`src/rtl/sc_pkg.sv`:
```
// Shared stochastic-computing definitions: bitstream width, decoder state
// encoding and the bipolar offset used when presenting signed results.
package sc_pkg;

   localparam int SC_N = 12;

   typedef enum logic {
      IDLE  = 1'b0,
      ACCUM = 1'b1
   } dec_state_t;

   // Midpoint of a 2^n window: a stream with p = 0.5 decodes to zero.
   function automatic int sc_bipolar_offset(input int n);
      return 1 << (n - 1);
   endfunction

endpackage

```
`src/rtl/sc_ones_counter.sv`:
```
// Ones counter for the stochastic decoder: synchronous clear, enable-gated
// increment; wide enough that a full window of ones does not overflow.
module sc_ones_counter #(
   parameter int W = 13
) (
   input  logic         clock,
   input  logic         reset,
   input  logic         clear,
   input  logic         enable,
   output logic [W-1:0] count
);

   always_ff @(posedge clock) begin
      if (reset || clear) begin
         count <= '0;
      end else if (enable) begin
         count <= count + 1'b1;
      end
   end

endmodule

```
`src/rtl/sc_stream_decoder.sv`:
```
// Stochastic-to-binary decoder: counts ones over 2^N accepted bits.
// Define SC_DEC_BIPOLAR_EN to present the result offset by -2^(N-1) (signed).
module sc_stream_decoder
   import sc_pkg::*;
#(
   parameter int N = SC_N
) (
   input  logic         clock,
   input  logic         reset,
   input  logic         start,
   input  logic         bit_valid,
   input  logic         bit_in,
   output logic         busy,
   output logic         done,
   output logic [N:0]   value
);

   dec_state_t   state;
   dec_state_t   state_next;
   logic [N-1:0] sample_cnt;
   logic [N:0]   ones_cnt;
   logic         accept;
   logic         final_bit;
   logic         cnt_clear;
   logic         cnt_en;
   logic [N:0]   result;

   // State register
   always_ff @(posedge clock) begin
      if (reset) begin
         state <= IDLE;
      end else begin
         state <= state_next;
      end
   end

   // Next-state logic; start is only honoured while idle
   always_comb begin
      state_next = state;
      case (state)
         IDLE:    if (start)     state_next = ACCUM;
         ACCUM:   if (final_bit) state_next = IDLE;
         default: state_next = IDLE;
      endcase
   end

   // Control decode
   always_comb begin
      accept    = 1'b0;
      final_bit = 1'b0;
      cnt_clear = 1'b0;
      cnt_en    = 1'b0;
      case (state)
         IDLE: cnt_clear = start;
         ACCUM: begin
            accept    = bit_valid;
            final_bit = bit_valid && (sample_cnt == '1);
            cnt_en    = bit_valid && bit_in;
         end
         default: ;
      endcase
   end

   // sample_cnt wraps back to zero exactly on the final bit of the window
   always_ff @(posedge clock) begin
      if (reset || cnt_clear) begin
         sample_cnt <= '0;
      end else if (accept) begin
         sample_cnt <= sample_cnt + 1'b1;
      end
   end

   sc_ones_counter #(
      .W (N + 1)
   ) u_ones (
      .clock  (clock),
      .reset  (reset),
      .clear  (cnt_clear),
      .enable (cnt_en),
      .count  (ones_cnt)
   );

   // The final bit is still in flight, so fold it in at load time
`ifdef SC_DEC_BIPOLAR_EN
   localparam logic [N:0] OFFSET = (N + 1)'(sc_bipolar_offset(N));
   logic signed [N:0] signed_result;
   always_comb begin
      signed_result = $signed(ones_cnt + (N + 1)'(bit_in)) - $signed(OFFSET);
      result        = $unsigned(signed_result);
   end
`else
   always_comb begin
      result = ones_cnt + (N + 1)'(bit_in);
   end
`endif

   // Registered outputs
   always_ff @(posedge clock) begin
      if (reset) begin
         busy  <= 1'b0;
         done  <= 1'b0;
         value <= '0;
      end else begin
         busy <= (state_next == ACCUM);
         done <= final_bit;
         if (final_bit) begin
            value <= result;
         end
      end
   end

endmodule

```
`config.mk`:
```
export PLATFORM = sky130hd
export DESIGN_NAME = sc_stream_decoder
export DESIGN_NICKNAME = d
export VERILOG_FILES = /design/src/rtl/sc_pkg.sv /design/src/rtl/sc_ones_counter.sv /design/src/rtl/sc_stream_decoder.sv
export SDC_FILE = /design/constraint.sdc
export NUM_CORES = 1
export LEC_CHECK = 0
export CORE_AREA = 2 2 67 69
export CTS_CLUSTER_DIAMETER = 30
export DETAILED_ROUTE_END_ITERATION = 8
export DIE_AREA = 0 0 69 71
export HOLD_SLACK_MARGIN = 0.06
export PLACE_DENSITY = 0.67
export SKIP_CTS_REPAIR_TIMING = 1
export SYNTH_ARGS = -nofsm -noshare
export SYNTH_HDL_FRONTEND = slang
export SYNTH_SLANG_ARGS = --single-unit
```
`constraint.sdc`:
```
create_clock -name clock -period 5.28 [get_ports clock]
set_clock_uncertainty 0.15 [all_clocks]
set_input_delay 1.32 -clock clock [delete_from_list [all_inputs] [get_ports clock]]
set_output_delay 1.32 -clock clock [all_outputs]
set_load 0.01 [all_outputs]
```
==> run_results.csv, run 1 <==
group,metric,value,unit
finish,n_antenna_cell,0,
setup_path,critPathArrivalTime,3.07,ns
setup_path,worstPathRequired,5.33,ns
synthesis,syn_nets,216,
timing,hold_viol,0,
timing,finalMaxSlewViolations,0,
timing,rsz0062_at_grt,"false",
clocking,clock_sinks,40,
grt,grt_max_degree,15,
power_and_ir_drop,power_density,274,mW/mm²
floorplan,core,0.00420,mm²
clocking,clk_latency,0.29,ns
synthesis,seq_area_frac_synth,42.1,%
clocking,h-tree-depth,2,
run,drv.max_cap_violation_count,0,
clocking,numCtsBuffers,5,
synthesis,synth_compound_area_share,9.14,%
floorplan,start_util,45.2,%
synthesis,synthFlopType,"dfxtp_1",
timing,finalCriticalPeriod,3.02,ns
synthesis,ys_warn_count,0,
timing,fin_setup_tns,0,ns
place,place_area,0.00210,mm²
synthesis,synthDistinctLibCells,35,
floorplan,die_h,71,µm
grt,track_usage,15.2,%
floorplan,rows,24,
setup_path,endpoint_kind,"register",
setup_path,start_kind,"primary input",
synthesis,synth-edff-count,0,
synthesis,synthMuxAreaShare,0.526,%
timing,worst_slew_pin_slew,0.780,ns
floorplan,ios,20,
synthesis,synth_top_family_by_area,"simple AND/OR/NAND/NOR gates",
floorplan,dieArea,0.00490,mm²
route,post_drt_via_cell_ratio,5.26,
route,routedWlPerCell,12.8,µm
place,place_congestion,0.822,
timing,slew_headroom,47.6,%
floorplan,die_x,69,µm
route,routed_wl,3.53,mm
finish,drive_gt1_share,9.38,%
finish,finalInstanceArea,0.00223,mm²
timing,period_share,57.2,%
power_and_ir_drop,leakage,0.724,nW
route,num_vias,1453,
timing,setup_viol,0,
place,port_buffers,19,
route,drtIter0Drc,74,
place,hpwl,2.61,mm
synthesis,synthAdderAreaFrac,2.63,%
route,dr.pass1.iters,4,
place,dp_slack,1.94,ns
synthesis,synth-simple-area-share,28.0,%
synthesis,synth-async-reset-ratio,0,%
clocking,cts_root_buf,"clkbuf_8",
grt,grt_pass1_wl,6.11,mm
clocking,clk_path_buf_depth,2,
grt,antenna_found_initial,0,
route,ant_nets,0,
finish,num-nets-final,233,
setup_path,critical_path.max_fanout,5,
grt,overflow,0,
timing,fin_ws,2.26,ns
grt,grt_pass1_vias,1386,
synthesis,synth_xor_area_share,12.9,%
synthesis,synth.ff_latch_count,40,
timing,fmax,331,MHz
synthesis,synth_area,0.00190,mm²
clocking,cts_tree,"built",
route,drcViolationCount,0,
power_and_ir_drop,ir_worst_vdd,0.000100,V
run_status,status,"complete, no violations",
finish,syn_to_final_growth,17.2,%
clocking,clk_pin_slew,0.07,ns
hold_path,min_path_type,"register to register",
synthesis,syn_inst,207,
setup_path,critPathKind,"primary input to register",
synthesis,syn_area_per_cell,9.19,µm²
## metrics by stage
step,cells,hold WS [ns],utilization [%],power (W)
after global routing,276,0.353,53.0,0.000630
after CTS,276,0.307,53.0,0.000620
after floorplan,207,0.304,-,0.000323
after global placement,269,0.292,50.0,0.000330
final,276,0.304,53.0,0.000610
after detailed placement,269,0.296,50.0,0.000330
## worst paths after layout
| kind | start | to | slack [ns] | depth (start not counted) |
|---|---|---|---|---|
| hold reg to reg | value[7] | value[7] | 0.30 | 2 |
| hold / removal | value[7] | value[7] | 0.30 | 2 |
| setup reg to reg | busy | value[1] | 3.38 | 3 |
| setup / recovery | bit_in | value[12] | 2.26 | 7 |
## report_power, final
part	internal [W]	switching [W]	total [W]
Combinational	0.00000663	0.0000106	0.0000172
Sequential	0.000303	0.00000250	0.000305
Clock	0.000186	0.000102	0.000288
## placed cells by master, fill, tap and decap left out, types with 2 or more instances in the layout
master            n
clkdlybuf4s50_1  19
dfxtp_1          40
nand3_2           3
o21ai_1           9
nor4_1            8
clkbuf_8          5
nor2_1           27
ha_1              4
a211oi_1          2
bufinv_16         2
nand4_2           3
nand2_1          17
nor3_1            8
inv_1             7
o21ai_0           5
xor2_1            6
nor4_4            3
or3_1             4
a21oi_1           5
xnor2_1          22
nand4_1           4
a22o_1            2
nand3_1           7
## sequential cells by signal, indices dropped and copies added, names as in the netlist
register      count
u_ones.count     13
value            13
sample_cnt       12
busy              1
done              1
## cells in the mapped netlist, types with 4 or more instances
cell type	number	share of area (%)
nor4_1	8	2.6
ha_1	4	2.6
xor2_1	6	2.8
o21ai_0	5	1.3
nor2_1	27	5.3
nand2_1	17	3.4
nand4_1	4	1.3
o21ai_1	9	2.4
dfxtp_1	40	42
nor3_1	8	2.1
nand3_1	7	1.8
inv_1	7	1.4
or3_1	4	1.3
a21oi_1	5	1.3
xnor2_1	22	10
## worst max-delay path, stage by stage
cell             delay [ns]
clkdlybuf4s50_1        0.56
ha_1                   0.24
ha_1                   0.22
nand3_2                0.14
nor3_1                 0.27
xnor2_1                0.10
a211oi_1               0.23
## per-layer routing
metal  wire (µm)  track usage, %  vias up  share of wire, %
met4          63            6.10        0               1.8
met5           0               0        -                 0
met1        1670            19.1      663                47
li1            -               -      752                 -
met3         147            4.27        6               4.2
met2        1650            24.9       32                47
## final cells by class
cell class / count / area, µm²
Clock inverter: 2 / 60.1
Tap cell: 52 / 65.1
Inverter: 7 / 26.3
Timing Repair Buffer: 20 / 198
Clock buffer: 5 / 68.8
Multi-Input combinational cell: 150 / 1010
Fill cell: 411 / 1970
Sequential cell: 40 / 801
## cells by family (layout without fill, tap and decap cells)
kind of cell / count (synthesis) / after routing
compound gates: 28 / 28
buf+inv: 17 / 34
fa+ha+maj: 4 / 4
simple gates: 89 / 89
mux: 1 / 1
xor+xnor: 28 / 28
flops: 40 / 40
No activity file was read; power rests on OpenSTA's default activity.
==> run 2, diff against run 1 <==
--- a/config.mk
+++ b/config.mk
@@ -10,7 +10,7 @@
 export DETAILED_ROUTE_END_ITERATION = 8
 export DIE_AREA = 0 0 69 71
 export HOLD_SLACK_MARGIN = 0.06
-export PLACE_DENSITY = 0.67
+export PLACE_DENSITY = 0.69
 export SKIP_CTS_REPAIR_TIMING = 1
 export SYNTH_ARGS = -nofsm -noshare
 export SYNTH_HDL_FRONTEND = slang
==> constraint.sdc (replaced) <==
create_clock -name clock -period 2.4 [get_ports clock]
set_clock_uncertainty 0.15 [all_clocks]
set_input_delay 0.6 -clock clock [delete_from_list [all_inputs] [get_ports clock]]
set_output_delay 0.6 -clock clock [all_outputs]
set_load 0.01 [all_outputs]
==> run 2 against run 1 <==
First-iteration DRC count grew 95%. Sequential share of layout area shrank 1.2 points. Clock power grew 89%. Via count grew 2.7%. Critical endpoint unchanged. Largest cell class unchanged. Hold slack lost 0.0083 ns. Cell count grew 5.1%.
==> run_results.csv, run 2 (same netlist as run 1, synthesis figures left out) <==
group,metric,value,unit
timing,fmax,463,MHz
finish,n_fill_cell,402,
setup_path,r2r_setup_slack,0.55,ns
timing,worst_slew_pin_slew,0.373,ns
timing,finalMaxSlewViolations,0,
route,num_vias,1492,
finish,syn_to_final_growth,21.2,%
route,ant_nets,0,
power_and_ir_drop,power_density,547,mW/mm²
setup_path,timing.rr.end,"value[3]",
clocking,cts_tree,"built",
setup_path,worstReg2RegStart,"busy",
clocking,cts_root_buf,"clkbuf_8",
timing,setup_viol,0,
timing,rsz0062_at_grt,"false",
grt,grt_pass1_vias,1413,
setup_path,path_cells,"clkdlybuf4s50_1 -> ha_1 -> ha_1 -> nand3_2 -> nor3_1 -> xnor2_1 -> a211oi_1",
setup_path,cp_top_family,"buffers and inverters",
clocking,clk_path_buf_depth,2,
setup_path,endpoint_kind,"register",
finish,final_common_cell,"dfxtp_1",
setup_path,cp_common_cell,"ha_1",
floorplan,core,0.00420,mm²
route,wl_met3,134,µm
route,dr.pass1.iters,4,
hold_path,hp-start,"value[8]",
setup_path,cp_num_buf_inv,1,
route,routed_wl,3.62,mm
timing,slew_headroom,75.1,%
clocking,numCtsBuffers,5,
floorplan,die_h,71,µm
grt,overflow,0,
grt,antenna_found_initial,0,
clocking,clk_latency,0.29,ns
timing,fin_ws,0.240,ns
finish,top_regs,"u_ones.count x13, value x13, sample_cnt x12",
clocking,h-tree-depth,2,
setup_path,worstPathRequired,2.46,ns
setup_path,critical_path.max_fanout,3,
timing,hold_viol,0,
power_and_ir_drop,ir_worst_vdd,0.000256,V
place,place_area,0.00220,mm²
route,routedWlPerCell,12.5,µm
grt,grt_pass1_wl,6.49,mm
finish,drive_gt1_share,14.3,%
route,post_drt_via_cell_ratio,5.14,
finish,multi_input_area,0.00101,mm²
setup_path,worst_path_largest_cell_delay,0.52,ns
place,dp_slack,-0.0800,ns
finish,finalInstanceArea,0.00231,mm²
run,drv.max_cap_violation_count,0,
place,place_congestion,0.873,
finish,n_antenna_cell,0,
hold_path,holdPathStages,2,
clocking,clock_sinks,40,
place,hpwl,2.67,mm
setup_path,critPathArrivalTime,2.22,ns
place,port_buffers,19,
route,wl_met2,1.52,mm
grt,track_usage,16.2,%
route,drcViolationCount,0,
hold_path,hold_end,"value[8]",
floorplan,dieArea,0.00490,mm²
route,dr.max_layer_used,"met4",
grt,grt_max_degree,16,
setup_path,start_kind,"primary input",
setup_path,cpMaxStageDelayCell,"clkdlybuf4s50_1",
finish,final_cell_mix,"dfxtp_1 (40), nor2_1 (27), xnor2_1 (22)",
run_status,status,"complete, no violations",
setup_path,rr_worst_depth,7,
finish,seqCellArea,801,µm²
clocking,clk_pin_slew,0.08,ns
floorplan,ios,20,
timing,finalCriticalPeriod,2.16,ns
setup_path,critPathKind,"primary input to register",
floorplan,rows,24,
hold_path,min_path_type,"register to register",
route,drt-met1-wl,1.89,mm
floorplan,start_util,45.2,%
power_and_ir_drop,leakage,0.777,nW
timing,fin_setup_tns,0,ns
route,drtIter0Drc,144,
timing,period_share,90.0,%
finish,num-nets-final,246,
floorplan,die_x,69,µm
run 2: cell types whose count changed in the layout (fill, tap and decap cells not counted):
cell / delta
buf_4: +13
bufinv_16: -1
clkbuf_1: +1
clkinv_2: +1
run 2: how the worst max path moves through the flow:
stage | startpoint | endpoint | slack, ns | cells after the start
6_report | bit_in | value[12] | 0.24 | 7
5_1_grt | bit_in | value[12] | 0.1 | 7
4_1_cts | bit_in | value[12] | 0.22 | 7
3_5_place_dp | bit_in | value[12] | -0.08 | 7
3_3_place_gp | bit_valid | value[5] | -0.02 | 8
2_1_floorplan | bit_valid | value[1] | 0.49 | 5
run 2: area by class of cell:
class	count	area share, %
Clock buffer	6	3.15
Clock inverter	2	1.52
Inverter	7	1.14
Multi-Input combinational cell	150	43.8
Sequential cell	40	34.7
Tap cell	52	2.82
Timing Repair Buffer	33	12.8
run 2: power by group:
| group | internal, W | switching (W) |
|---|---|---|
| combinational | 0.0000218 | 0.0000267 |
| clock | 0.000309 | 0.000235 |
| sequential | 0.000666 | 0.00000454 |
run 2: layer usage:
layer	vias to the layer above	GRT usage [%]
li1	783	-
met1	682	22.3
met2	21	24.7
met3	6	3.70
met4	0	6.54
met5	-	0
run 2: through the flow:
step / std cells / power, W / util, % / hold WS [ns]
floorplan: 207 / 0.000711 / - / 0.304
global placement: 282 / 0.000734 / 52.3 / 0.283
detailed placement: 282 / 0.000734 / 52.3 / 0.290
CTS: 290 / 0.00127 / 54.9 / 0.301
global route: 290 / 0.00131 / 54.9 / 0.318
finish: 290 / 0.00126 / 54.9 / 0.296
run 2: tightest hold or removal path, delay by kind of cell, from the launching register on:
kind / cells / cell delay, ns
flip-flops: 1 / 0.31
AND/OR/NAND/NOR: 1 / 0.05
AO/OA/AOI/OAI: 1 / 0.05
